$ cat src/rtl/bcd_counter_ndigit.sv
// N-digit packed-BCD up/down counter with load, wrap/saturate policy and boundary flags.
// Optional binary mirror output counter_bin is enabled by defining BCD_COUNTER_BIN_OUT_EN.
module bcd_counter_ndigit #(
    parameter int unsigned DIGITS = 4,
    parameter int unsigned BIN_W  = 14
) (
    input  logic                  counter_clk_signal,
    input  logic                  reset,
    input  logic                  switch,
    input  logic                  step,
    input  logic                  dir,
    input  logic                  sat_mode,
    input  logic                  load,
    input  logic [4*DIGITS-1:0]   load_value,
    output logic [4*DIGITS-1:0]   counter_bcd,
    output logic                  rollover,
    output logic                  at_max,
`ifdef BCD_COUNTER_BIN_OUT_EN
    output logic                  at_zero,
    output logic [BIN_W-1:0]      counter_bin
`else
    output logic                  at_zero
`endif
);

    localparam int unsigned W = 4 * DIGITS;
    localparam logic [W-1:0] AllNines = {DIGITS{4'h9}};

    function automatic longint unsigned pow10(int unsigned n);
        longint unsigned r;
        r = 1;
        for (int unsigned i = 0; i < n; i++) begin
            r = r * 10;
        end
        return r;
    endfunction

    if ((64'd1 << BIN_W) < pow10(DIGITS)) begin : gen_bin_w_check
        $error("BIN_W too narrow to hold 10^DIGITS - 1");
    end

    logic [W-1:0] bcd_q, bcd_d;
    logic [W-1:0] inc_val, dec_val, load_san;
    logic         roll_q, roll_d;
    logic         carry, borrow;
    logic [3:0]   dig;
    logic         count_en;
    logic         at_bound;

    // Ripple carry/borrow across digits within one cycle; load nibbles above 9 clamp to 9.
    always_comb begin
        inc_val  = bcd_q;
        dec_val  = bcd_q;
        load_san = load_value;
        carry    = 1'b1;
        borrow   = 1'b1;
        dig      = 4'd0;
        for (int unsigned i = 0; i < DIGITS; i++) begin
            dig = bcd_q[4*i +: 4];
            if (carry) begin
                inc_val[4*i +: 4] = (dig == 4'd9) ? 4'd0 : dig + 4'd1;
            end
            if (borrow) begin
                dec_val[4*i +: 4] = (dig == 4'd0) ? 4'd9 : dig - 4'd1;
            end
            carry  = carry & (dig == 4'd9);
            borrow = borrow & (dig == 4'd0);
            if (load_value[4*i +: 4] > 4'd9) begin
                load_san[4*i +: 4] = 4'd9;
            end
        end
    end

    assign at_max   = (bcd_q == AllNines);
    assign at_zero  = (bcd_q == '0);
    assign count_en = switch & step;
    assign at_bound = dir ? at_max : at_zero;

    always_comb begin
        bcd_d  = bcd_q;
        roll_d = 1'b0;
        if (load) begin
            bcd_d = load_san;
        end else if (count_en) begin
            if (at_bound) begin
                if (!sat_mode) begin
                    bcd_d  = dir ? '0 : AllNines;
                    roll_d = 1'b1;
                end
            end else begin
                bcd_d = dir ? inc_val : dec_val;
            end
        end
    end

    always_ff @(posedge counter_clk_signal) begin
        if (reset) begin
            bcd_q  <= '0;
            roll_q <= 1'b0;
        end else begin
            bcd_q  <= bcd_d;
            roll_q <= roll_d;
        end
    end

    assign counter_bcd = bcd_q;
    assign rollover    = roll_q;

`ifdef BCD_COUNTER_BIN_OUT_EN
    localparam logic [BIN_W-1:0] MaxBin = BIN_W'(pow10(DIGITS) - 1);

    logic [BIN_W-1:0] bin_q, bin_d;
    logic [BIN_W-1:0] load_bin, weight;

    // Weighted digit sum of the sanitised load so the mirror lands in the load cycle.
    always_comb begin
        load_bin = '0;
        weight   = BIN_W'(1);
        for (int unsigned i = 0; i < DIGITS; i++) begin
            load_bin = load_bin + BIN_W'(load_san[4*i +: 4]) * weight;
            weight   = weight * BIN_W'(10);
        end
    end

    always_comb begin
        bin_d = bin_q;
        if (load) begin
            bin_d = load_bin;
        end else if (count_en) begin
            if (at_bound) begin
                if (!sat_mode) begin
                    bin_d = dir ? '0 : MaxBin;
                end
            end else begin
                bin_d = dir ? bin_q + BIN_W'(1) : bin_q - BIN_W'(1);
            end
        end
    end

    always_ff @(posedge counter_clk_signal) begin
        if (reset) begin
            bin_q <= '0;
        end else begin
            bin_q <= bin_d;
        end
    end

    assign counter_bin = bin_q;
`endif

endmodule

$ cat config.mk
export PLATFORM = sky130hd
export DESIGN_NAME = bcd_counter_ndigit
export DESIGN_NICKNAME = d
export VERILOG_FILES = /design/src/rtl/bcd_counter_ndigit.sv
export SDC_FILE = /design/constraint.sdc
export NUM_CORES = 1
export LEC_CHECK = 0
export ABC_AREA = 1
export CAP_MARGIN = 25
export CORE_ASPECT_RATIO = 1.75
export CORE_MARGIN = 5
export CORE_UTILIZATION = 35
export CTS_CLUSTER_DIAMETER = 150
export DETAILED_ROUTE_END_ITERATION = 8
export PLACE_DENSITY = 0.63
export SLEW_MARGIN = 30
export SYNTH_ARGS = -nofsm -noshare
export SYNTH_HDL_FRONTEND = slang
export SYNTH_SLANG_ARGS = --single-unit
$ cat constraint.sdc
create_clock -name counter_clk_signal -period 2.96 [get_ports counter_clk_signal]
set_input_delay 0.592 -clock counter_clk_signal [delete_from_list [all_inputs] [get_ports counter_clk_signal]]
set_output_delay 0.592 -clock counter_clk_signal [all_outputs]
set_load 0.01 [all_outputs]
Yosys cells after proc, flatten, opt, wreduce, memory -nomap -nowiden. Index checks and enable logic that the tools add are counted.

Bits in registers: 17. Word-level logic and storage cells: 73. Bits of input ports: 23. Output and inout bits: 19.

Reduce and logical (&&, ||, !) cells: 14. Bitwise gates (word level): 7. $lt $le $gt $ge: 4. Equality and inequality tests: 9. Add/sub/neg operators: 8. Multiplexer cells: 26.

Operator list (count): 16-bit 2-to-1 mux (6); 4-bit 2-to-1 mux (18); 4-bit by 1-bit adder with 4-bit output, second input constant (4); 16-bit equality test, second input constant (1); 4-bit equality test, second input constant (4); 4-bit > comparator, second input constant (4); 16-bit zero test (1); 4-bit zero test (4); 4-bit by 1-bit subtractor with 4-bit output, second input constant (4); 4-bit by 1-bit inequality test with 1-bit output, second input constant (3); 4-bit AND reduction (3); 4-bit nonzero test (3); 1-bit AND (5); 4-bit OR reduction (1); 3-bit inequality test, second input constant (1); 1-bit 2-to-1 mux (2); 1-bit NOT (2); 2-bit AND reduction (1); 2-bit nonzero test (1).

Depth between registers and ports, before layout. Gate-level depths: netlist of the first run.

Depth after elaboration: 8. Depth in mapped cells: 12. Depth with buffers taken out: 12.

Worst setup path before layout of the first run. No wires, ideal clock.

Path type: register to output. Start point: reg bcd_q[9], in the netlist counter_bcd[9]. End point: out at_max. Slack: 1.240 ns. Required time: 2.368 ns. Buffers on the path: 0. Cell stages (with the launch flop): 7. Arrival: 1.128 ns. Cell sequence: dfxtp_1 > inv_1 > ha_1 > nand3_1 > inv_1 > nand3_1 > nor2_1.

Word-level cells in the longest chain between the ends: 1.

RTL lines: start, declared (line 42) `logic [W-1:0] bcd_q, bcd_d;`; start signal, assigned (line 98) `bcd_q <= '0;`; start signal, assigned (line 101) `bcd_q <= bcd_d;`; 16-bit equality test (line 74) `assign at_max = (bcd_q == AllNines);`; end, declared (line 17) `output logic at_max,`.

No other way between the ends.

Worst setup path in the final report of the first run. Ends and elaborated chain as after synthesis.

==> reports/metrics.yaml, run 1 <==
multi_input_area_sq_um: 1220
period_minus_slack_ns: 2.78
track_usage: 0.160
num_vias: 2005
tightest_slew_ns: 0.456
synth_area_sq_um: 1740
outcome: "completed"
total_leakage_power_nw: 1.10
cp-end-kind: "output pin"
first_global_vias: 1898
synth_top_family_by_area: "simple AND/OR/NAND/NOR gates"
rsz0062_at_grt: "false"
grt_max_degree: 16
hold_path_class: "register to register"
yosysWarnings: 0
finalHoldViolCount: 0
fin_area_sq_um: 2250
fin_nets: 382
startpoint_type: "register"
antenna_found_initial: 0
yosys-top-cells-area: "dfxtp_1 20%, nand2_1 19%, nor2_1 12%"
grt_pass1_wl_um: 8430
syn-num-nets: 340
synth_top_area_frac: 0.195
setup_violations: 0
place_hpwl_um: 4340
path_max_fanout: 6
cts_setup_buffers: 0
io-pin-count: 42
tns_ns: 0
timing.rr.start: "counter_bcd[8]"
clkSinkCount: 17
grt_overflow_total: 0
yosys.area_share.xor_xnor: 0.0201
die_x_um: 63.3
die_area_sq_um: 6540
ctsHoldBuffers: 0
final.setup.worst_slack_ns: 0.180
htree_levels: 1
drv_cap: 0
drcViolationCount: 0
rows: 34
synth_cells: 309
peakVddDrop_mv: 0.194
port_buffers: 41
drive_above_1_share: 0.0829
core_area_sq_um: 4890
synth_cell_types: 28
synth_commonest_cells: "89 x nand2_1, 54 x nor2_1, 31 x inv_1"
startpoint: "counter_bcd[9]"
synth_edf_count: 0
period_share: 0.939
critPathKind: "register to output pin"
ys_seq_area_frac: 0.195
cts_resized: 0
synth-compound-area-share: 0.144
path_clk_slew_ns: 0.08
placed_cell_area_sq_um: 2200
cts_made_buffers: 3
fmax_mhz: 360
synth-simple-area-share: 0.479
via_per_inst: 4.96
finClkSkew_ns: 0.00704
die_h_um: 103
place.gp.congestion: 0.851
synth_most_common_cell: "nand2_1"
slew_headroom: 0.696
pwr_density_cell_nw_per_um2: 386
maxSlewViolCount: 0
cts-root-buf: "clkbuf_8"
firstDrtPassIters: 4
ys_ff_latch: 17
synth_top_flop_cell: "dfxtp_1"
synthAdderAreaFrac: 0.0575
pre_cts_slack_ns: 0.491
clockBufferDepth: 2
area_growth_pct: 29.1
diodes: 0
drtIter0Drc: 96
insertion_delay_ns: 0.27
min_from: "counter_bcd[2]"
post_drt_wl_per_cell_um: 13.2
fillers: 513
crit_arrival_ns: 2.19
synth_mux_area_frac: 0
yosys.area.top_type: "dfxtp_1"
initial_core_util: 0.356
seqCellArea_sq_um: 340
syn_area_per_cell_sq_um: 5.64
cts_tree: "built"
cp_data_required_time_ns: 2.37
drt-total-wl_um: 5320
detail-route-antenna-nets: 0
synthArstFlopShare: 0
## worst max-delay path: stages, from the launching register on
cell             delay (ns)
dfxtp_1                0.36
inv_1                  0.15
ha_1                   0.17
nand3_1                0.15
inv_1                  0.15
nand3_1                0.14
nor2_1                 0.21
clkdlybuf4s50_1        0.58
## flip-flops by register name (all words and copies together) (netlist names)
name / count
counter_bcd: 16
rollover: 1
## metrics by stage
| step | utilization | total power (W) | instances | hold slack (ns) |
|---|---|---|---|---|
| 6_report | 0.460 | 0.000867 | 404 | 0.559 |
| 5_1_grt | 0.460 | 0.000930 | 404 | 0.584 |
| 4_1_cts | 0.460 | 0.000875 | 404 | 0.560 |
| 3_5_place_dp | 0.450 | 0.000679 | 400 | 0.549 |
| 3_3_place_gp | 0.450 | 0.000681 | 400 | 0.559 |
| 2_1_floorplan | - | 0.000539 | 309 | 0.553 |
## final timing paths
kind                                       end  slack, ns  cells after the start
worst max register to register  counter_bcd[7]       1.15                     10
worst min-delay path            counter_bcd[2]       0.56                      2
worst max-delay path                    at_max       0.18                      7
worst min register to register  counter_bcd[2]       0.56                      2
## cell usage in the layout (no fill, tap or decap)
cell and n:
o22ai_1 1, nor2_1 54, clkbuf_8 3, xor2_1 2, nand3_4 1, clkbuf_1 1, o2bb2ai_1 1, o21ai_1 2
nand2_1 89, ha_1 8, nand2_4 2, xnor2_1 2, clkdlybuf4s50_1 41, nand4_1 5, nor3_1 3, inv_1 31
a21oi_1 16, buf_4 2, nand3_1 22, nor2_2 2, o21bai_1 3, nand2_2 4, nor2_4 3, o21a_1 1
nand3_2 3, dfxtp_1 17, inv_2 9, o211ai_1 2, o21ai_0 20
## routing by layer
metal	global-route usage	part of all wire
met1	0.158	0.37
met2	0.322	0.56
met3	0.0130	0.034
met4	0.0816	0.042
met5	0	0
## power by group
part	switching, W	internal [W]	leakage [nW]
Sequential	0.0000375	0.000252	0.141
Clock	0.0000965	0.0000961	0.0228
Combinational	0.000220	0.000165	0.940
Total	0.000354	0.000513	1.10
## cell families (layout without fill, tap and decap cells)
logic type      Yosys count  in the layout
fa+ha+maj                 8              8
flops                    17             17
compound gates           46             46
buf+inv                  46             87
xor+xnor                  4              4
simple gates            188            188
## cell type report
class	count	area share
timing repair buffer	43	0.189
clock buffer	4	0.0200
inverter	40	0.0668
sequential	17	0.151
multi-input combinational	246	0.543
tap	54	0.0301
No activity file was read; power rests on OpenSTA's default activity.
==> inputs of run 2 (changes only) <==
Settings changed: SLEW_MARGIN 30 to unset.
==> results of run 2 <==
The final DEF is identical to that of run 1; final timing and power are the same.
